File: config.mk
export PLATFORM = sky130hd
export DESIGN_NAME = branch_predictor
export DESIGN_NICKNAME = d
export VERILOG_FILES = /design/src/rtl/branch_predictor.sv
export SDC_FILE = /design/constraint.sdc
export NUM_CORES = 1
export LEC_CHECK = 0
export ABC_AREA = 1
export CAP_MARGIN = 20
export CORE_ASPECT_RATIO = 1.75
export CORE_MARGIN = 8
export CORE_UTILIZATION = 25
export DETAILED_ROUTE_END_ITERATION = 7
export GPL_TIMING_DRIVEN = 0
export SETUP_SLACK_MARGIN = 0.02
export SYNTH_ARGS = -nofsm -noshare
export SYNTH_HDL_FRONTEND = slang
export SYNTH_SLANG_ARGS = --single-unit
File: constraint.sdc
create_clock -name vclk -period 2.4
set_clock_uncertainty 0.1 [all_clocks]
set_input_delay 0.24 -clock vclk [all_inputs]
set_output_delay 0.24 -clock vclk [all_outputs]
set_load 0.01 [all_outputs]
File: src/rtl/branch_predictor.sv
// rtl/branch_predictor.sv - RV32I next-PC predictor; BHT counters when BRANCH_PREDICTOR_BHT_EN is defined, static BTFN otherwise
module branch_predictor #(
    parameter int BHT_IDX_BITS = 6
) (
    input  logic        clk,
    input  logic        rstn,
    input  logic [31:0] instr_raw,
    input  logic [31:0] current_pc,
    input  logic        upd_valid,
    input  logic [31:0] upd_pc,
    input  logic        upd_taken,
    output logic        is_jump_predicted,
    output logic [31:0] next_pc
);

    localparam logic [6:0] OP_JAL    = 7'b1101111;
    localparam logic [6:0] OP_BRANCH = 7'b1100011;

    logic [31:0] imm_j;
    logic [31:0] imm_b;
    logic        is_jal;
    logic        is_branch;
    logic        br_taken;

    // Both opcodes end in 2'b11, so compressed/invalid words never decode as control.
    assign imm_j = {{11{instr_raw[31]}}, instr_raw[31], instr_raw[19:12],
                    instr_raw[20], instr_raw[30:21], 1'b0};
    assign imm_b = {{19{instr_raw[31]}}, instr_raw[31], instr_raw[7],
                    instr_raw[30:25], instr_raw[11:8], 1'b0};
    assign is_jal    = (instr_raw[6:0] == OP_JAL);
    assign is_branch = (instr_raw[6:0] == OP_BRANCH);

`ifdef BRANCH_PREDICTOR_BHT_EN
    localparam int ENTRIES = 1 << BHT_IDX_BITS;

    logic [1:0]              bht [ENTRIES];
    logic [BHT_IDX_BITS-1:0] rd_idx;
    logic [BHT_IDX_BITS-1:0] wr_idx;
    logic                    unused_upd_pc;

    assign rd_idx = current_pc[BHT_IDX_BITS+1:2];
    assign wr_idx = upd_pc[BHT_IDX_BITS+1:2];
    assign unused_upd_pc = &{1'b0, upd_pc[31:BHT_IDX_BITS+2], upd_pc[1:0]};

    always_ff @(posedge clk) begin
        if (!rstn) begin
            for (int k = 0; k < ENTRIES; k++) begin
                bht[k] <= 2'b01;
            end
        end else if (upd_valid) begin
            if (upd_taken) begin
                if (bht[wr_idx] != 2'b11) begin
                    bht[wr_idx] <= bht[wr_idx] + 2'b01;
                end
            end else if (bht[wr_idx] != 2'b00) begin
                bht[wr_idx] <= bht[wr_idx] - 2'b01;
            end
        end
    end

    // Combinational read sees the pre-edge counter, giving read-before-write.
    assign br_taken = bht[rd_idx][1];
`else
    logic unused_ports;

    assign unused_ports = &{1'b0, clk, rstn, upd_valid, upd_pc, upd_taken};
    assign br_taken     = instr_raw[31];
`endif

    always_comb begin
        is_jump_predicted = 1'b0;
        next_pc           = current_pc + 32'd4;
        if (is_jal) begin
            is_jump_predicted = 1'b1;
            next_pc           = current_pc + imm_j;
        end else if (is_branch && br_taken) begin
            is_jump_predicted = 1'b1;
            next_pc           = current_pc + imm_b;
        end
    end

endmodule

==> flow_summary.toml, run 1 <==
[outcome]
status = "finished with violations"
violations = "negative setup slack"

[synth]
yosysWarnings = 0
netlist_instances = 1031
syn_area_per_cell_um2 = 4.82
seq_area_frac_synth_pct = 0
synth_top_area_share_pct = 30.1
syn_nets = 1177
synthTopCellsByArea = "nand2_1, inv_1, ha_1"
synth.largest_area_cell = "nand2_1"
netlist_area_mm2 = 0.00497
synth_cell_types = 42

[sta]
tightest_slew_ps = 487
min_period_ps = 2490
maxSlewHeadroom_pct = 67.3
timing.final.crit_share_pct = 104
slew_violations = 0
hold_viol = 0
max_freq_ghz = 0.402
rsz0062_at_grt = "true"
setup_violations = 10
worst_slack_ps = -87.2

[worst_setup_path]
startpoint_type = "input pin"
arrival_ps = 2150
critPathCaptureType = "primary output"
crit_fanout = 4
crit_type = "in -> out"
required_ps = 2060

[drt]
drt_pre_antenna_iters = 6
drc = 0
via_per_inst = 5.26
wl_um = 29600
drt-wirelength-per-cell_um = 20.4
vias = 7637
ant_nets = 0
drt_iter0_drc = 457

[finish]
ff_latch_area_um2 = 0
n_clock_buffer = 0
final_area_mm2 = 0.00854
nFillCells = 2027
layout.nets = 1355
drive_above_1_share_pct = 39.1
syn2layout_area_growth_pct = 71.9
final_common_cell = "nand2_1"
nFlopsAndLatches = 0
n_antenna_cell = 0
final_cell_mix = "nand2_1, inv_1, nand2_2"
stdcell_count = 1452
multi_input_area_mm2 = 0.00598

[grt]
grt_use_total_pct = 22.4
grt_max_degree = 12
grt_pass1_vias = 7637
grt_pass1_wl_um = 42300
grt_overflow = 0
antenna_found_initial = 1

[clock_tree]
hold_buffers = 0

[placed_design]
hpwlAfterDp_um = 22700
placed_cells = 1372
port_buffers = 96
place.gp.congestion = 0.995
placed_area_mm2 = 0.00624

[floorplanning]
num_io_pins = 133
core_area_mm2 = 0.0197
chipWidth_um = 123
row_count = 68
die_y_um = 203
start_util_pct = 25.3
die_area_mm2 = 0.0248

[hold_path]
hp-class = "in -> out"
worstHoldPathCells = 2

[pwr]
ir_worst_vdd_mv = 0.162
pwr_density_cell_mw_per_mm2 = 232
p_leak_nw = 4.11

[run]
maxCapViolations = 0
[final timing paths]
path	startpoint	end	slack [ps]
setup / recovery	instr_raw[21]	next_pc[17]	-90
hold / removal	current_pc[0]	next_pc[0]	950
[through the flow]
step / total power, mW / hold WS, ps / util [%] / setup TNS (ps) / setup WS, ps
6_report: 1.99 / 953 / 43.5 / -540 / -87.2
5_1_grt: 2.11 / 964 / 43.5 / -1420 / -164
4_1_cts: 1.70 / 957 / 39.8 / -1380 / -168
3_5_place_dp: 1.31 / 953 / 31.7 / -45340 / -1730
3_3_place_gp: 1.30 / 957 / 31.7 / -45640 / -1720
2_1_floorplan: 0.787 / 472 / - / 0 / 247
[power breakdown]
| group | internal [mW] | switching [mW] | leakage [nW] | total [mW] |
|---|---|---|---|---|
| clock | 0 | 0 | 0 | 0 |
| combinational | 0.806 | 1.18 | 4.11 | 1.99 |
| sequential | 0 | 0 | 0 | 0 |
| total | 0.806 | 1.18 | 4.11 | 1.99 |
[Yosys cell counts (all sizes together)]
master,instances
nor3b,1
a22oi,2
nor3,21
xnor2,8
o21bai,6
o21a,2
a21o,2
a21oi,70
buf,11
o31ai,1
a31o,1
o211ai,3
inv,154
nor4,2
o21ai,42
nand3b,3
nor2,111
nand3,91
a32oi,1
clkbuf,3
fa,2
clkinv,1
nand2,406
xor2,17
ha,44
o22ai,4
or2,6
mux2i,1
nand4,15
[worst max-delay path, cell delays in order]
cell     delay (ps)
buf_6            80
ha_4            160
inv_4            40
fa_2            340
inv_2            60
nand2_2          60
o21ai_4         220
buf_6           150
inv_4            30
o21ai_4         160
buf_6           150
nand2_4          50
nand2_4          60
a21oi_2          50
o21ai_1          80
nand2_1          80
buf_2           140
[layer usage]
layer / vias to the layer above / track usage, % / part of all wire, %
li1: 3656 / - / -
met1: 3522 / 21.1 / 33
met2: 311 / 41.5 / 51
met3: 146 / 1.81 / 4.6
met4: 2 / 20.5 / 11
met5: - / 0 / 0.037
[area by class of cell]
class / count / area share (%)
multi-input combinational: 862 / 70.0
timing repair buffer: 177 / 17.1
inverter: 155 / 7.04
tap: 245 / 3.59
buffer: 13 / 2.26
[kinds of logic after synthesis]
logic type | share of synthesized area [%]
muxes | 0.201
and+or+nand+nor | 55.5
buffers and inverters | 13.1
AOI/OAI and AO/OA | 14.9
adders and majority gates | 11.9
xor gates and xnor gates | 4.40
[timing repair]
| action | CTS | global route |
|---|---|---|
| pin swaps | 83 | 94 |
| resized for setup | 563 | 212 |
| endpoints found under the hold margin | 0 | 0 |
| cloned | 2 | 0 |
| endpoints found under the setup margin | 32 | 31 |
| buffers inserted | 55 | 25 |
Power figures use the tool's default switching activity.
==> run 2, diff against run 1 <==
CORE_UTILIZATION = 35   (was 25)
==> run 2 against run 1 <==
  * The run still ends with negative setup slack left
  * Via count fell by 2.4%
  * Cell count shrank 4.8%
  * Die area shrank 26%
  * Critical path depth stayed put
  * Count of clock-buffer cells in the layout is the same
  * Sequential share of layout area unchanged
  * Flip-flop and latch count unchanged
  * Worst setup slack improved by 27 ps
  * Hold slack improved by 0.82 ps
  * Core utilization is 15 points higher
  * Power decreased by 4.3%
  * Largest cell class unchanged
  * Largest power group unchanged
==> flow_summary.toml, run 2 (same netlist as run 1, synthesis figures left out) <==
[outcome]
status = "finished with violations"
violations = "negative setup slack"

[worst_setup_path]
cp_slowest_cell = "fa_2"
critPathMaxStageDelay_ps = 340
crit_fanout = 3
crit_type = "in -> out"
arrival_ps = 2120
required_ps = 2060
startpoint_type = "input pin"
path_cells = "buf_6 > ha_4 > inv_4 > fa_2 > inv_2 > nand2_4 > o21ai_4 > a21oi_4 > o21ai_2 > buf_6 > buf_6 > nand2_2 > nand2_1 > nand2_1 > nand3_1 > nand2_1 > buf_2"
critPathCaptureType = "primary output"

[floorplanning]
die_area_mm2 = 0.0184
core_area_mm2 = 0.0139
chipWidth_um = 106
row_count = 57
num_io_pins = 133
start_util_pct = 35.7
die_y_um = 174

[pwr]
p_leak_nw = 4.02
switching_share_pct = 58.7
ir_worst_vdd_mv = 0.134
p_int_mw = 0.784
finalPower_mw = 1.90
power_frac_clock_pct = 0
pwr_density_cell_mw_per_mm2 = 232
p_sw_mw = 1.12
p_comb_share_pct = 100.0
sequentialPowerShare_pct = 0

[drt]
ant_nets = 0
vias = 7455
via_per_inst = 5.39
drt_iter0_drc = 412
drc = 0
wl_um = 27400
drt_pre_antenna_iters = 5
drt-wirelength-per-cell_um = 19.8

[grt]
grt_pass1_wl_um = 39900
grt_max_degree = 12
grt_overflow = 0
antenna_found_initial = 0
grt_use_total_pct = 27.8
grt_pass1_vias = 7373

[hold_path]
worstHoldPathCells = 2
hold_path_end = "next_pc[0]"
hp-class = "in -> out"
worstHoldStart = "current_pc[0]"

[sta]
min_period_ps = 2460
rsz0062_at_grt = "true"
tightest_slew_ps = 703
whs_ps = 954
setup_violations = 7
timing.final.crit_share_pct = 103
max_freq_ghz = 0.406
maxSlewHeadroom_pct = 52.6
hold_viol = 0
slew_violations = 0
worst_slack_ps = -60.3

[run]
maxCapViolations = 0

[placed_design]
placed_cells = 1304
place.gp.congestion = 0.962
hpwlAfterDp_um = 21400
port_buffers = 96

[finish]
n_antenna_cell = 0
n_clock_buffer = 0
syn2layout_area_growth_pct = 64.7
stdcell_count = 1382
drive_above_1_share_pct = 36.2
final_common_cell = "nand2_1"
ff_latch_area_um2 = 0
utilization_pct = 58.9
layout.nets = 1353
nFlopsAndLatches = 0
final_cell_mix = "nand2_1, inv_1, buf_4"
## run 2: timing repair
| action | CTS | global route |
|---|---|---|
| resized for setup | 530 | 195 |
| cloned | 1 | 0 |
| buffers inserted | 54 | 26 |
| pin swaps | 92 | 80 |
| hold buffers | 0 | 0 |
| endpoints found under the setup margin | 32 | 31 |
## run 2: routing by layer
layer / global-route usage, % / vias up / wire length [µm]
met1: 26.2 / 3362 / 9050
li1: - / 3662 / -
met3: 2.57 / 126 / 1260
met4: 23.5 / 0 / 3060
met2: 52.1 / 305 / 14000
met5: 0 / - / 0
## run 2: power by group through the flow
stage                     registers, mW  clock network [mW]  logic [mW]
after global routing                  0                   0        2.03
after floorplan                       0                   0       0.787
after CTS                             0                   0        1.68
after detailed placement              0                   0        1.28
final                                 0                   0        1.90
after global placement                0                   0        1.28
## run 2: worst max-delay path: cells and delay by family
kind / cells / cell delay, ps
buffers and inverters: 6 / 560
AO/OA/AOI/OAI: 3 / 520
adder cells (fa/ha/maj): 2 / 490
AND/OR/NAND/NOR: 6 / 320
## run 2: layout make-up
class | instances | area (µm²)
Multi-Input combinational cell | 862 | 5820
Timing Repair Buffer | 175 | 1350
Fill cell | 1403 | 5720
Inverter | 155 | 599
Tap cell | 177 | 221
Buffer | 13 | 189
## run 2: through the flow
step | area [µm²] | setup TNS (ps) | setup slack [ps]
finish | 8190 | -155 | -60.3
global route | 8190 | -1400 | -180
CTS | 7600 | -839 | -118
detailed placement | 6150 | -45650 | -1710
global placement | 6150 | -45270 | -1700
floorplan | 4970 | 0 | 247
## run 2: worst max-delay path by stage
stage | to | from
6_report | next_pc[27] | instr_raw[21]
2_1_floorplan | next_pc[29] | instr_raw[21]
3_3_place_gp | next_pc[28] | instr_raw[31]
3_5_place_dp | next_pc[28] | instr_raw[31]
5_1_grt | next_pc[29] | current_pc[2]
4_1_cts | next_pc[27] | current_pc[1]
==> run 3, diff against run 2 <==
SLEW_MARGIN = 15   (was not set)
==> results of run 3 <==
No change in the layout: final DEF, timing and power equal those of run 2.
